## src/rtl/is_uart_tx_arb.sv

```systemverilog
// Round-robin arbiter that shares one UART transmitter between N_REQ byte
// sources. It accepts one byte per grant and pulses the transmitter's start.
// It then follows the transmitter's busy flag and waits an inter-frame gap,
// counted in baud ticks, before it arbitrates again.
module is_uart_tx_arb #(
  parameter int N_REQ     = 2,
  parameter int DATA_W    = 8,
  parameter int GAP_TICKS = 2
) (
  input  logic                    clk_i,
  input  logic                    rst_i,
  input  logic [N_REQ-1:0]        req_valid_i,
  input  logic [N_REQ*DATA_W-1:0] req_data_i,
  output logic [N_REQ-1:0]        req_ready_o,
  input  logic                    baud_tick_i,
  input  logic                    tx_busy_i,
  output logic                    tx_start_o,
  output logic [DATA_W-1:0]       tx_data_o,
  output logic [N_REQ-1:0]        grant_o,
  output logic                    arb_busy_o
);

  localparam int PTR_W = (N_REQ > 1) ? $clog2(N_REQ) : 1;
  localparam int CNT_W = (GAP_TICKS > 0) ? $clog2(GAP_TICKS + 1) : 1;
  localparam logic [CNT_W-1:0] GAP_LAST = CNT_W'((GAP_TICKS > 0) ? GAP_TICKS - 1 : 0);

  typedef enum logic [2:0] {
    IDLE,
    START,
    WAIT_BUSY,
    WAIT_DONE,
    GAP
  } state_t;

  state_t            state_q, state_d;
  logic [PTR_W-1:0]  ptr_q, ptr_d;
  logic [CNT_W-1:0]  cnt_q, cnt_d;
  logic [DATA_W-1:0] data_q, data_d;
  logic [N_REQ-1:0]  grant_q, grant_d;

  logic [PTR_W-1:0]  winner;
  logic              found;
  logic [N_REQ-1:0]  ready;
  logic              accept;
  int                scanSum;
  logic [PTR_W-1:0]  scanIdx;
  logic [DATA_W-1:0] reqBytes [N_REQ];

  // Split the flat data bus into one byte per requester.
  for (genvar g = 0; g < N_REQ; g++) begin : g_unpack
    assign reqBytes[g] = req_data_i[g*DATA_W +: DATA_W];
  end

  // Pick the first valid requester after the pointer, wrapping around.
  always_comb begin
    winner  = '0;
    found   = 1'b0;
    scanSum = 0;
    scanIdx = '0;
    for (int i = 1; i <= N_REQ; i++) begin
      scanSum = int'(ptr_q) + i;
      if (scanSum >= N_REQ) scanSum = scanSum - N_REQ;
      scanIdx = PTR_W'(scanSum);
      if (!found && req_valid_i[scanIdx]) begin
        found  = 1'b1;
        winner = scanIdx;
      end
    end
  end

  // Offer ready only to the winner, and only while idle with the transmitter free.
  always_comb begin
    ready = '0;
    if (state_q == IDLE && !tx_busy_i && found) ready[winner] = 1'b1;
  end

  assign accept      = |(ready & req_valid_i);
  assign req_ready_o = ready;
  assign tx_start_o  = (state_q == START);
  assign tx_data_o   = data_q;
  assign grant_o     = grant_q;
  assign arb_busy_o  = (state_q != IDLE);

  // Next state: accept, start pulse, track busy, then count the gap ticks.
  always_comb begin
    state_d = state_q;
    ptr_d   = ptr_q;
    cnt_d   = cnt_q;
    data_d  = data_q;
    grant_d = grant_q;
    case (state_q)
      IDLE: begin
        if (accept) begin
          data_d  = reqBytes[winner];
          grant_d = ready;
          ptr_d   = winner;
          state_d = START;
        end
      end
      START: begin
        state_d = tx_busy_i ? WAIT_DONE : WAIT_BUSY;
      end
      WAIT_BUSY: begin
        if (tx_busy_i) state_d = WAIT_DONE;
      end
      WAIT_DONE: begin
        if (!tx_busy_i) begin
          if (GAP_TICKS > 0) begin
            state_d = GAP;
            cnt_d   = '0;
          end else begin
            state_d = IDLE;
            grant_d = '0;
          end
        end
      end
      GAP: begin
        if (baud_tick_i) begin
          if (cnt_q == GAP_LAST) begin
            state_d = IDLE;
            grant_d = '0;
            cnt_d   = '0;
          end else begin
            cnt_d = cnt_q + 1'b1;
          end
        end
      end
      default: state_d = IDLE;
    endcase
  end

  // State register; reset puts req 0 first in line.
  always_ff @(posedge clk_i) begin
    if (rst_i) begin
      state_q <= IDLE;
      ptr_q   <= PTR_W'(N_REQ - 1);
      cnt_q   <= '0;
      data_q  <= '0;
      grant_q <= '0;
    end else begin
      state_q <= state_d;
      ptr_q   <= ptr_d;
      cnt_q   <= cnt_d;
      data_q  <= data_d;
      grant_q <= grant_d;
    end
  end

endmodule
```

## config.mk

```make
export PLATFORM = sky130hd
export DESIGN_NAME = is_uart_tx_arb
export DESIGN_NICKNAME = d
export VERILOG_FILES = /design/src/rtl/is_uart_tx_arb.sv
export SDC_FILE = /design/constraint.sdc
export NUM_CORES = 1
export LEC_CHECK = 0
export BUFFER_PORTS_ARGS = -buffer_cell sky130_fd_sc_hd__buf_2
export CORE_MARGIN = 1.5
export CORE_UTILIZATION = 45
export CTS_CLUSTER_SIZE = 24
export DETAILED_ROUTE_END_ITERATION = 16
export PLACE_DENSITY_LB_ADDON = 0.05
export SLEW_MARGIN = 40
export SYNTH_ARGS = -nofsm -noshare
export SYNTH_HDL_FRONTEND = slang
export SYNTH_SLANG_ARGS = --single-unit
```

## constraint.sdc

```tcl
create_clock -name clk_i -period 1.4 [get_ports clk_i]
set_clock_uncertainty 0.05 [all_clocks]
set_input_delay 0.07 -clock clk_i [delete_from_list [all_inputs] [get_ports clk_i]]
set_output_delay 0.07 -clock clk_i [all_outputs]
set_load 0.03 [all_outputs]
```

==> flow_metrics.env <==
export IMPL_drtIter0Drc=13
export IMPL_rsz0062_at_grt="true"
export IMPL_grt_util_met2_pct=30.4
export IMPL_final_common_cell="buf_2"
export IMPL_timing_final_crit_period_ns=1.38
export IMPL_gp_congestion=0.852
export IMPL_cts_tree="yes"
export IMPL_cp_end_kind="output pin"
export IMPL_place_inst=136
export IMPL_ir_drop_uv=747
export IMPL_min_path_type="in -> reg"
export IMPL_critPathLaunchType="register"
export IMPL_gr_usage_met1_pct=21.5
export IMPL_slew_headroom_pct=66.9
export IMPL_cts_root_buf="clkbuf_4"
export IMPL_ys_ff_latch=16
export IMPL_cts_made_buffers=3
export IMPL_crit_type="reg -> out"
export IMPL_antenna_cells=0
export IMPL_ios=36
export IMPL_wirelength_um=1670
export IMPL_firstDrtPassIters=4
export IMPL_grt_pass1_vias=635
export IMPL_nNetsFinal=143
export IMPL_nFillCells=153
export IMPL_timing_final_crit_share_pct=98.4
export IMPL_synth_area_um2=817
export IMPL_cts_sinks=16
export IMPL_avgSynthCellArea_um2=10.3
export IMPL_crit_fanout=3
export IMPL_preCtsSetupSlack_ns=0.134
export IMPL_max_clock_freq_mhz=726
export IMPL_min_path_cells=3
export IMPL_final_setup_viol_count=0
export IMPL_ant_nets=0
export IMPL_crit_arrival_ns=1.26
export IMPL_crit_required_ns=1.28
export IMPL_place_area_um2=1000
export IMPL_route_vias_total=751
export IMPL_grt_util_all_layers_pct=18.1
export IMPL_drc_errors=0
export IMPL_grt_busiest_layer="met2"
export IMPL_core_um2=1710
export IMPL_die_w_um=45.6
export IMPL_chipHeight_um=45.6
export IMPL_max_clock_path_buffers=2
export IMPL_fin_util_pct=65.6
export IMPL_fin_area_um2=1120
export IMPL_cap_violations=0
export IMPL_clk_pin_slew_ns=0.09
export IMPL_overflow=0
export IMPL_htreeDepth=1
export IMPL_worst_skew_pair_late_latency_ns=0.28
export IMPL_grt_max_degree=19
export IMPL_start_util_pct=47.8
export IMPL_viasPerCell=5.18
export IMPL_hpwl_um=1210
export IMPL_ff2ff_path_depth=5
export IMPL_p_per_area_nw_per_um2=1080
export IMPL_finalHoldViolCount=0
export IMPL_area_growth_pct=37.2
export IMPL_rows=15
export IMPL_yosysSeqAreaShare_pct=39.2
export IMPL_final_cells=145
export IMPL_setup_ws_ns=0.0221
export IMPL_drive_gt1_share_pct=50.8
export IMPL_leakagePower_nw=0.517
export IMPL_syn_nets=101
export IMPL_yosysWarnings=0
export IMPL_synthCells=79
export IMPL_die_area_um2=2080
export IMPL_layout_common_cells="33 x buf_2, 14 x dfxtp_1, 9 x mux2i_1, 9 x a21oi_1, 8 x a211oi_1"
export IMPL_grt_pass1_wl_um=2700
export IMPL_io_buffers=35
export IMPL_antenna_found_initial=0
export IMPL_use_met3_pct=5.16
export IMPL_status="completed"
export IMPL_drv_slew=0
export IMPL_synth_cell_types=31
export IMPL_worstMarginPinSlew_ns=0.496
export IMPL_wire_per_inst_um=11.5
[synth_stat cells]
| cell type | number | area, um2 |
|---|---|---|
| dfxtp_1 | 16 | 320 |
| a211oi_1 | 9 | 67.6 |
| a21oi_1 | 9 | 45.0 |
| mux2i_1 | 9 | 90.1 |
| buf_6 | 3 | 33.8 |
| clkbuf_1 | 2 | 7.51 |
| inv_1 | 2 | 7.51 |
| nand2b_1 | 2 | 12.5 |
| nand3b_1 | 2 | 15.0 |
| nor2_1 | 2 | 7.51 |
| nor3_4 | 2 | 32.5 |
| nor3b_1 | 2 | 15.0 |
| a211o_1 | 1 | 8.76 |
| a21bo_2 | 1 | 10.0 |
| a31oi_1 | 1 | 6.26 |
| and4bb_2 | 1 | 12.5 |
| buf_2 | 1 | 5.00 |
| nand2_4 | 1 | 11.3 |
| nand3_1 | 1 | 5.00 |
| nand4_1 | 1 | 6.26 |
| nor2_4 | 1 | 11.3 |
| nor3_1 | 1 | 5.00 |
| nor4b_1 | 1 | 8.76 |
| nor4bb_1 | 1 | 10.0 |
| o21ba_2 | 1 | 10.0 |
| o21bai_1 | 1 | 7.51 |
| o22ai_1 | 1 | 6.26 |
| o22ai_2 | 1 | 12.5 |
| o32ai_1 | 1 | 8.76 |
| or3b_1 | 1 | 8.76 |
| xnor2_1 | 1 | 8.76 |
[per-stage QoR]
stage | TNS (ns) | hold slack (ns) | power, W
floorplan | -0.0479 | 0.212 | 0.000780
global placement | 0 | 0.359 | 0.000870
detailed placement | 0 | 0.370 | 0.000874
CTS | -0.00824 | 0.0571 | 0.00122
global route | -0.123 | 0.0603 | 0.00129
finish | 0 | 0.0685 | 0.00121
[where the power goes]
part / total [W] / leakage, nW / switching (W) / internal (W)
clock: 0.000298 / 0.0210 / 0.000140 / 0.000158
combinational: 0.000398 / 0.363 / 0.000229 / 0.000169
sequential: 0.000516 / 0.133 / 0.0000226 / 0.000494
total: 0.00121 / 0.517 / 0.000391 / 0.000821
[flip-flops by register name, indices dropped and copies added, names as in the netlist]
signal	cells
cnt_q	2
tx_data_o	8
ptr_q	1
state_q	3
grant_o	2
[kinds of logic after synthesis]
kind of cell              count (synthesis)  share of synthesized area, %
DFF                                      16                          39.2
xor gates and xnor gates                  1                          1.07
and+or+nand+nor                          19                          19.8
buffers and inverters                     8                          6.58
muxes                                     9                          11.0
AOI/OAI and AO/OA                        26                          22.4
[area by class of cell]
type	count	area (um2)	area share (%)
inverter	2	7.51	0.670
timing repair buffer	43	251	22.4
tap	25	31.3	2.79
multi-input combinational	55	467	41.6
sequential	16	328	29.2
clock buffer	4	36.3	3.24
[critical path, stage by stage (launching register included)]
cell	delay, ns
dfxtp_4	0.36
nor3_4	0.23
buf_6	0.14
nand3_4	0.07
inv_2	0.07
buf_6	0.12
[path summary, 6_finish.rpt]
| check | from | to | slack, ns |
|---|---|---|---|
| setup / recovery | state_q[0] | req_ready_o[0] | 0.02 |
| hold / removal | req_data_i[8] | tx_data_o[0] | 0.07 |
| setup reg to reg | state_q[0] | ptr_q | 0.05 |
| hold reg to reg | cnt_q[1] | cnt_q[1] | 0.42 |
[layer usage]
| layer | vias to the layer above | part of all wire, % |
|---|---|---|
| li1 | 383 | - |
| met1 | 343 | 45 |
| met2 | 23 | 49 |
| met3 | 2 | 5.0 |
| met4 | 0 | 0.72 |
| met5 | - | 0 |
[what timing repair did]
action,in CTS,in global routing
buffers inserted,4,1
gates resized for setup,11,4
setup endpoints to repair,3,4
pin swaps,1,1
hold buffers,0,0
endpoints found under the hold margin,0,0
No activity file was read; power rests on OpenSTA's default activity.
